--- config.mk ---
export PLATFORM = sky130hd
export DESIGN_NAME = gs_rd_port_arb
export DESIGN_NICKNAME = d
export VERILOG_FILES = /design/src/rtl/gs_filter_pkg.sv /design/src/rtl/gs_rd_tag_pipe.sv /design/src/rtl/gs_rd_port_arb.sv
export SDC_FILE = /design/constraint.sdc
export NUM_CORES = 1
export LEC_CHECK = 0
export ABC_AREA = 1
export CAP_MARGIN = 20
export CELL_PAD_IN_SITES_DETAIL_PLACEMENT = 2
export CELL_PAD_IN_SITES_GLOBAL_PLACEMENT = 2
export CORE_MARGIN = 5
export CORE_UTILIZATION = 22
export DETAILED_ROUTE_END_ITERATION = 10
export GPL_TIMING_DRIVEN = 0
export PLACE_DENSITY = 0.88
export SKIP_LAST_GASP = 1
export SLEW_MARGIN = 10
export SYNTH_ARGS = -nofsm -noshare
export SYNTH_HDL_FRONTEND = slang
export SYNTH_SLANG_ARGS = --single-unit
--- constraint.sdc ---
create_clock -name clk -period 2.18 [get_ports clk]
set_input_delay 0.436 -clock clk [delete_from_list [all_inputs] [get_ports clk]]
set_output_delay 0.436 -clock clk [all_outputs]
set_load 0.1 [all_outputs]
--- src/rtl/gs_filter_pkg.sv ---
// Shared definitions for the 5x5 Gauss filter codebase slice.
//   GS_AW / GS_DW   : result RAM read address / data widths
//   GS_RD_LAT       : mem_wrap read latency (enb -> validb)
//   REQ_FILT/HOST   : requester ids on the shared read port
//   arb_state_e     : read-port arbiter state encoding
//   rd_tag_t        : one in-flight read tag {valid, requester id}
package gs_filter_pkg;

  localparam int GS_AW     = 16;
  localparam int GS_DW     = 8;
  localparam int GS_RD_LAT = 1;

  localparam logic REQ_FILT = 1'b0;
  localparam logic REQ_HOST = 1'b1;

  typedef enum logic [1:0] {
    ST_IDLE = 2'd0,
    ST_OWN0 = 2'd1,
    ST_OWN1 = 2'd2
  } arb_state_e;

  typedef struct packed {
    logic v;
    logic id;
  } rd_tag_t;

endpackage

--- src/rtl/gs_rd_tag_pipe.sv ---
// In-flight read tracker for one mem_wrap read port.
// An RD_LAT-deep shift register of {v, id} tags; the tail entry lines up
// with the memory's valid strobe, so it tells who owns the returning data.
// Ports:
//   clk, rst_n   : clock, asynchronous active-low reset
//   issue_v      : a read is issued to the memory this cycle
//   issue_id     : requester id of that read
//   mem_valid    : memory returned data this cycle
//   tail_v       : a read is due back this cycle
//   tail_id      : requester id of the read due back
//   any_v        : at least one read is in flight
//   err          : sticky; stray data or lost read seen
module gs_rd_tag_pipe
  import gs_filter_pkg::*;
#(
  parameter int RD_LAT = GS_RD_LAT
) (
  input  logic clk,
  input  logic rst_n,
  input  logic issue_v,
  input  logic issue_id,
  input  logic mem_valid,
  output logic tail_v,
  output logic tail_id,
  output logic any_v,
  output logic err
);

  rd_tag_t [RD_LAT-1:0] tags;

  // Shift the tag chain every cycle; a mismatch between the tail and the
  // memory's valid strobe means data arrived with nobody waiting for it or
  // an expected read never came back. Either way the flag sticks.
  always_ff @(posedge clk or negedge rst_n) begin
    if (!rst_n) begin
      tags <= '0;
      err  <= 1'b0;
    end else begin
      for (int i = RD_LAT - 1; i > 0; i--) begin
        tags[i] <= tags[i-1];
      end
      tags[0] <= '{v: issue_v, id: issue_id};
      if (mem_valid != tags[RD_LAT-1].v) begin
        err <= 1'b1;
      end
    end
  end

  assign tail_v  = tags[RD_LAT-1].v;
  assign tail_id = tags[RD_LAT-1].id;

  always_comb begin
    any_v = 1'b0;
    for (int i = 0; i < RD_LAT; i++) begin
      any_v = any_v | tags[i].v;
    end
  end

endmodule

--- src/rtl/gs_rd_port_arb.sv ---
// Two-requester arbiter for a single mem_wrap read port.
// Requester 0 is the Gauss filter engine, requester 1 the host readout path.
// Round-robin between the two, with an optional per-requester lock that
// keeps ownership for a burst (capped at MAX_BURST grants), and return-data
// routing back to whichever requester issued each read.
// Ports:
//   clk, rst_n              : clock, asynchronous active-low reset
//   reqN/addrN/lockN        : read request, address, keep-ownership hint
//   gntN                    : read accepted this cycle (combinational)
//   rvalidN                 : rdata belongs to requester N this cycle
//   rdata                   : shared return data
//   mem_en/mem_addr         : to mem_wrap enb/addrb
//   mem_data/mem_valid      : from mem_wrap doutb/validb
//   busy                    : reads in flight or a lock is held
//   err                     : sticky protocol error
module gs_rd_port_arb
  import gs_filter_pkg::*;
#(
  parameter int AW        = GS_AW,
  parameter int DW        = GS_DW,
  parameter int RD_LAT    = GS_RD_LAT,
  parameter int MAX_BURST = 64
) (
  input  logic          clk,
  input  logic          rst_n,
  input  logic          req0,
  input  logic [AW-1:0] addr0,
  input  logic          lock0,
  output logic          gnt0,
  output logic          rvalid0,
  input  logic          req1,
  input  logic [AW-1:0] addr1,
  input  logic          lock1,
  output logic          gnt1,
  output logic          rvalid1,
  output logic [DW-1:0] rdata,
  output logic          mem_en,
  output logic [AW-1:0] mem_addr,
  input  logic [DW-1:0] mem_data,
  input  logic          mem_valid,
  output logic          busy,
  output logic          err
);

  localparam int            CW          = $clog2(MAX_BURST + 1);
  localparam logic [CW-1:0] BURST_LIMIT = CW'(MAX_BURST);
  localparam logic [CW-1:0] BURST_ONE   = CW'(1);

  arb_state_e    state_q, state_d;
  logic          rr_ptr_q, rr_ptr_d;
  logic [CW-1:0] burst_q, burst_d, burst_inc;
  logic [AW-1:0] addr_q;
  logic          own_id, own_req, own_lock;
  logic          tail_v, tail_id, tags_busy;

  assign burst_inc = burst_q + BURST_ONE;
  assign own_id    = (state_q == ST_OWN1);
  assign own_req   = own_id ? req1 : req0;
  assign own_lock  = own_id ? lock1 : lock0;

  // Grant and next-state logic. In IDLE the round-robin pointer only breaks
  // ties; in OWNn the other requester is simply ignored. A lock that hits
  // MAX_BURST drops back to IDLE with the pointer aimed at the waiting side,
  // so a capped burst always yields the next contended slot.
  always_comb begin
    state_d  = state_q;
    rr_ptr_d = rr_ptr_q;
    burst_d  = burst_q;
    gnt0     = 1'b0;
    gnt1     = 1'b0;
    unique case (state_q)
      ST_IDLE: begin
        if (req0 && (!req1 || rr_ptr_q == REQ_FILT)) begin
          gnt0 = 1'b1;
        end else if (req1) begin
          gnt1 = 1'b1;
        end
        if (gnt0 || gnt1) begin
          rr_ptr_d = gnt0 ? REQ_HOST : REQ_FILT;
          // With MAX_BURST=1 the first grant already exhausts the burst.
          if (MAX_BURST > 1) begin
            if (gnt0 && lock0) begin
              state_d = ST_OWN0;
              burst_d = BURST_ONE;
            end else if (gnt1 && lock1) begin
              state_d = ST_OWN1;
              burst_d = BURST_ONE;
            end
          end
        end
      end
      ST_OWN0, ST_OWN1: begin
        if (!own_req) begin
          state_d = ST_IDLE;
          burst_d = '0;
        end else begin
          gnt0 = ~own_id;
          gnt1 = own_id;
          if (!own_lock) begin
            state_d = ST_IDLE;
            burst_d = '0;
          end else if (burst_inc == BURST_LIMIT) begin
            state_d  = ST_IDLE;
            burst_d  = '0;
            rr_ptr_d = ~own_id;
          end else begin
            burst_d = burst_inc;
          end
        end
      end
      default: begin
        state_d = ST_IDLE;
        burst_d = '0;
      end
    endcase
  end

  // Arbiter state, plus the last issued address so mem_addr holds steady
  // on cycles without a grant.
  always_ff @(posedge clk or negedge rst_n) begin
    if (!rst_n) begin
      state_q  <= ST_IDLE;
      rr_ptr_q <= REQ_FILT;
      burst_q  <= '0;
      addr_q   <= '0;
    end else begin
      state_q  <= state_d;
      rr_ptr_q <= rr_ptr_d;
      burst_q  <= burst_d;
      if (mem_en) begin
        addr_q <= mem_addr;
      end
    end
  end

  assign mem_en   = gnt0 | gnt1;
  assign mem_addr = gnt0 ? addr0 : (gnt1 ? addr1 : addr_q);

  gs_rd_tag_pipe #(
    .RD_LAT(RD_LAT)
  ) u_tag_pipe (
    .clk      (clk),
    .rst_n    (rst_n),
    .issue_v  (mem_en),
    .issue_id (gnt1),
    .mem_valid(mem_valid),
    .tail_v   (tail_v),
    .tail_id  (tail_id),
    .any_v    (tags_busy),
    .err      (err)
  );

  assign rdata   = mem_data;
  assign rvalid0 = mem_valid & tail_v & (tail_id == REQ_FILT);
  assign rvalid1 = mem_valid & tail_v & (tail_id == REQ_HOST);
  assign busy    = tags_busy | (state_q != ST_IDLE);

endmodule

## Yosys cells after proc, flatten, opt, wreduce, memory -nomap -nowiden

Index checks and enable logic that the tools add are counted.

| cells by class | value |
|---|---|
| add/subtract/negate cells | 1 |
| eq/ne operators | 10 |
| multiplexer cells | 33 |
| bitwise gates (word level) | 8 |
| reductions and logical operators | 13 |

Operators with widths:

| kind | number |
|---|---|
| 7-bit two-way mux | 6 |
| 16-bit two-way mux | 2 |
| 1-bit two-way mux | 14 |
| 7-bit one-hot mux with 2 select lines | 1 |
| 2-bit two-way mux | 6 |
| 2-bit != test (second input constant) | 4 |
| 7-bit by 1-bit adder with 7-bit output (second input constant) | 1 |
| 7-bit == test (second input constant) | 1 |
| 1-bit one-hot mux with 2 select lines | 3 |
| 5-bit AND reduction | 1 |
| 4-bit != test (second input constant) | 1 |
| 2-bit one-hot mux with 2 select lines | 1 |
| 2-bit nonzero test | 2 |
| 1-bit AND | 3 |
| 1-bit logical AND | 3 |
| 3-bit != test (second input constant) | 1 |
| 1-bit NOT | 3 |
| 3-bit AND reduction | 1 |
| 2-bit by 1-bit == test with 1-bit output (second input constant) | 1 |
| 2-bit == test (second input constant) | 1 |
| 2-bit zero test | 1 |
| 1-bit logical OR | 2 |
| 1-bit bitwise OR | 2 |
| 2-bit AND reduction | 1 |
| 3 further kinds | 3 |

| storage, ports and cells | value |
|---|---|
| bits in registers | 29 |
| bits of input ports | 47 |
| output and inout port bits | 31 |
| word-level logic and storage cells | 72 |

## Longest topological paths before layout

| logic depth | value |
|---|---|
| word-level depth | 10 |
| gate-level depth with buffers | 12 |
| gate-level depth less buffers | 12 |

## Modules after synthesis

A second synthesis with hierarchy kept.

| second synthesis, totals | value |
|---|---|
| cell total of the unflattened synthesis | 238 |
| area, all modules | 1757.9 sq um |

Modules (own cells, without submodules):

| module | instances | cells each | area each (sq um) | seq. area each (sq um) |
|---|---|---|---|---|
| gs_rd_port_arb | 1 | 228 | 1651.6 | 650.6 |
| gs_rd_tag_pipe | 1 | 10 | 106.4 | 75.1 |

## Least setup slack after synthesis

OpenSTA, ideal clock, no wires.

| timing path | value |
|---|---|
| path kind | register to output |
| from | reg state_q[0] |
| to | out mem_addr[0] |
| arrival time | 2567 ps |
| path slack | -823 ps |
| cell stages (with the launch flop) | 10 |
| cell sequence | dfrtp_1 > inv_1 > ha_1 > nand3_1 > a21oi_4 > nand2_2 > clkinv_2 > buf_12 > nand2_2 > nand3_1 |

| on the way | value |
|---|---|
| longest elaborated chain between the ends | 6 |

RTL lines:

| item | line | RTL |
|---|---|---|
| from (decl) | gs_rd_port_arb.sv:49 | `arb_state_e state_q, state_d;` |
| from (signal assigned) | gs_rd_port_arb.sv:127 | `state_q <= state_d;` |
| 2-bit == test | gs_rd_port_arb.sv:57, gs_rd_port_arb.sv:71 |  |
| 1-bit two-way mux | gs_rd_port_arb.sv:58 | `assign own_req = own_id ? req1 : req0;` |
| 1-bit two-way mux | gs_rd_port_arb.sv:93 | `if (!own_req) begin` |
| 1-bit one-hot mux with 2 select lines * | gs_rd_port_arb.sv:71 | `unique case (state_q)` |
| named net gnt1 | gs_rd_port_arb.sv:34 | `output logic gnt1,` |
| 16-bit two-way mux * (2 in a row) | gs_rd_port_arb.sv:137 | `assign mem_addr = gnt0 ? addr0 : (gnt1 ? addr1 : addr_q);` |
| to (decl) | gs_rd_port_arb.sv:38 | `output logic [AW-1:0] mem_addr,` |

The timed path passes the listed nets; every way through them passes the cells marked *.

## Worst setup path in the final report

| timing path | value |
|---|---|
| from | reg state_q[1] |
| to | out mem_addr[11] |

| on the way | value |
|---|---|
| longest elaborated chain between the ends | 6 |

RTL lines:

| item | line |
|---|---|
| 2-bit == test | gs_rd_port_arb.sv:57, gs_rd_port_arb.sv:71 |
| 1-bit two-way mux | gs_rd_port_arb.sv:58 |
| 1-bit two-way mux | gs_rd_port_arb.sv:93 |
| 1-bit one-hot mux with 2 select lines | gs_rd_port_arb.sv:71 |
| 16-bit two-way mux | gs_rd_port_arb.sv:137 |
| 16-bit two-way mux * | gs_rd_port_arb.sv:137 |

Mark *: on every way between the ends. The rest lies on a longest branch, timed or not.

==> impl_metrics.env <==
export IMPL_ys_seq_area_frac=0.412
export IMPL_reg2reg_setup_slack_ns=0.08
export IMPL_grt_antenna_before_repair=0
export IMPL_place_inst=406
export IMPL_drtPass1Iterations=4
export IMPL_synth_cell_types=20
export IMPL_synth_warnings=0
export IMPL_cts_tree="yes"
export IMPL_slowest_delay_ns=0.42
export IMPL_cap_viol_max_count=0
export IMPL_fin_cells=443
export IMPL_start_util=0.227
export IMPL_finalMaxSlewViolations=0
export IMPL_cp_slowest_cell="dfrtp_2"
export IMPL_synth_top_area_frac=0.412
export IMPL_synth_fp_nets=288
export IMPL_netlist_top_cells_area="dfrtp_1 (41%), nand2_1 (16%), nand3_1 (13%)"
export IMPL_ant_nets=0
export IMPL_tightest_slew_ns=0.984
export IMPL_clock_path_buffers=2
export IMPL_cts_sinks=29
export IMPL_grtUsageTotal=0.168
export IMPL_grt_pass1_wl_mm=12.9
export IMPL_grt_pass1_vias=2470
export IMPL_rsz0062_at_grt="yes"
export IMPL_path_cells="inv_2, ha_4, nand2_4, o22ai_4, inv_2, nor2_4, nor2_4, buf_12, buf_12, nand2_8, nand3_4, buf_12"
export IMPL_r2r_cells=12
export IMPL_grt_max_degree=30
export IMPL_violations="negative setup slack"
export IMPL_path_clk_slew_ns=0.08
export IMPL_synth_cells=235
export IMPL_die_h_um=99.5
export IMPL_rows=32
export IMPL_synth_most_common_cell="nand2_1"
export IMPL_crit_path_start_kind="flop"
export IMPL_grt_ovfl_total=0
export IMPL_cts_hold_buf=0
export IMPL_reg2reg_from="burst_q[0]"
export IMPL_period_minus_slack_ns=2.67
export IMPL_path_class="flop to primary output"
export IMPL_num_vias=2108
export IMPL_synth_edf_count=0
export IMPL_min_path_type="input port to asynchronous set/reset pin"
export IMPL_clk_insertion_delay_late_ns=0.28
export IMPL_diodes=0
export IMPL_num_io_pins=78
export IMPL_root_buffer="clkbuf_8"
export IMPL_syn_avg_cell_area_um2=7.50
export IMPL_hold_slack_ns=0.199
export IMPL_fin_crit_sh=1.22
export IMPL_reg2reg_to="state_q[1]"
export IMPL_cpMostUsedCell="buf_12"
export IMPL_htreeDepth=2
export IMPL_nFillCells=811
export IMPL_wl_mm=8.90
export IMPL_synth_top_cell_by_area="dfrtp_1"
export IMPL_setup_worst_path_end_class="primary output"
export IMPL_ys_seq_elements=29
export IMPL_hpwl_mm=4.89
export IMPL_drt_initial_drc_count=61
export IMPL_setup_viol=19
export IMPL_crit_arrival_ns=2.23
export IMPL_hold_violations=0
export IMPL_max_slew_margin_rel=0.346
export IMPL_outcome="complete, but fails checks"
export IMPL_netlist_area_mm2=0.00176
export IMPL_fin_nets=393
export IMPL_fin_skew_ns=0.00850
export IMPL_io_buffers=69
export IMPL_async_flop_share=1.00
export IMPL_startpoint="state_q[1]"
export IMPL_setup_slack_ns=-0.486
export IMPL_vias_per_cell=4.76
export IMPL_critical_path_endpoint="mem_addr[11]"
export IMPL_place_congestion=0.742
export IMPL_area_growth_pct=108
export IMPL_fp_coreArea_mm2=0.00777
export IMPL_yosys_top_cells_count="nand2_1 (73), nand3_1 (45), dfrtp_1 (29), inv_1 (21)"
export IMPL_path_max_fanout=5
export IMPL_layout_drive_gt1_share=0.419
export IMPL_dieWidth_um=99.5
export IMPL_post_drt_wl_per_cell_um=20.1
export IMPL_drc=0
export IMPL_ys_dominant_reg_cell="dfrtp_1"
export IMPL_fmax_ghz=0.375
export IMPL_dieArea_mm2=0.00990
export IMPL_cts_buffers=5
export IMPL_required_ns=1.74
==> worst min-delay path by stage <==
stage	end	slack, ns
2_1_floorplan	addr_q[0]	0.14
3_3_place_gp	u_tag_pipe.err	0.46
3_5_place_dp	u_tag_pipe.err	0.46
4_1_cts	addr_q[4]	0.24
5_1_grt	u_tag_pipe.any_v	0.26
6_report	u_tag_pipe.any_v	0.20
==> final cells by class <==
type,instances,area (um^2),area share
multi-input combinational,173,1310,0.358
timing repair buffer,98,1160,0.317
sequential,29,727,0.199
tap,102,128,0.0349
buffer,11,120,0.0328
inverter,22,95.1,0.0260
clock buffer,7,86.3,0.0236
clock inverter,1,30.0,0.00821
==> worst max-delay path: cells and delay by family, from the launching register on <==
family	cells	cell delay, ns
flops	1	0.42
fa+ha+maj	1	0.28
simple gates	5	0.46
buf+inv	5	0.61
compound gates	1	0.16
==> what timing repair did <==
action                                  in CTS  in global routing
pin swaps                                    5                  6
setup buffers                               17                 11
resized for setup                          220                 30
cloned                                       1                  1
endpoints found under the setup margin      29                 22
==> registers in the layout, summed over array words and instances (netlist names) <==
| register | flops |
|---|---|
| rr_ptr_q | 1 |
| burst_q | 7 |
| u_tag_pipe.tail_id | 1 |
| u_tag_pipe.err | 1 |
| addr_q | 16 |
| state_q | 2 |
| u_tag_pipe.any_v | 1 |
==> layout by cell type, fill, tap and decap left out, types with 2 or more instances in the layout <==
cell type / netlist / routed
clkinvlp_4: 0 / 2
nand3_4: 0 / 16
nor2_1: 14 / 13
nand2_1: 73 / 50
nand2_4: 0 / 13
buf_2: 0 / 4
buf_4: 10 / 28
inv_1: 21 / 15
dlygate4sd2_1: 0 / 2
ha_4: 0 / 2
or2_2: 2 / 2
nor2_4: 2 / 2
nand2_2: 14 / 18
clkdlybuf4s50_1: 0 / 43
nand4_1: 2 / 2
buf_6: 0 / 4
clkbuf_8: 0 / 6
o21ai_0: 8 / 8
buf_12: 1 / 25
nand2_8: 0 / 6
dfrtp_1: 29 / 28
inv_2: 0 / 4
nand3_1: 45 / 28
ha_1: 6 / 3
==> logic make-up (layout without fill, tap and decap cells) <==
family / Yosys count / after routing / synth area share
and+or+nand+nor: 153 / 153 / 0.393
buffers and inverters: 33 / 139 / 0.102
DFF: 29 / 29 / 0.412
AOI/OAI and AO/OA: 13 / 13 / 0.0462
adders and majority gates: 6 / 6 / 0.0426
xor gates and xnor gates: 1 / 1 / 0.00497
==> through the flow <==
stage / utilization / setup TNS, ns / area (um^2) / setup WS, ns
3_5_place_dp: 0.365 / -36.20 / 2840 / -1.77
5_1_grt: 0.471 / -10.24 / 3660 / -0.594
4_1_cts: 0.446 / -8.21 / 3470 / -0.501
6_report: 0.471 / -8.09 / 3660 / -0.486
2_1_floorplan: - / -4.65 / 2020 / -0.317
3_3_place_gp: 0.366 / -36.10 / 2840 / -1.75
==> routing by layer <==
metal,GRT usage,share of wire,vias to the layer above
met5,0,0,-
met4,0.0431,0.028,0
met3,0.0428,0.051,18
met2,0.343,0.58,68
met1,0.164,0.34,1059
li1,-,-,963
Power is left out: the tool's default activity adds up to more than one toggle a clock period on the data nets, which glitch-free logic cannot reach.
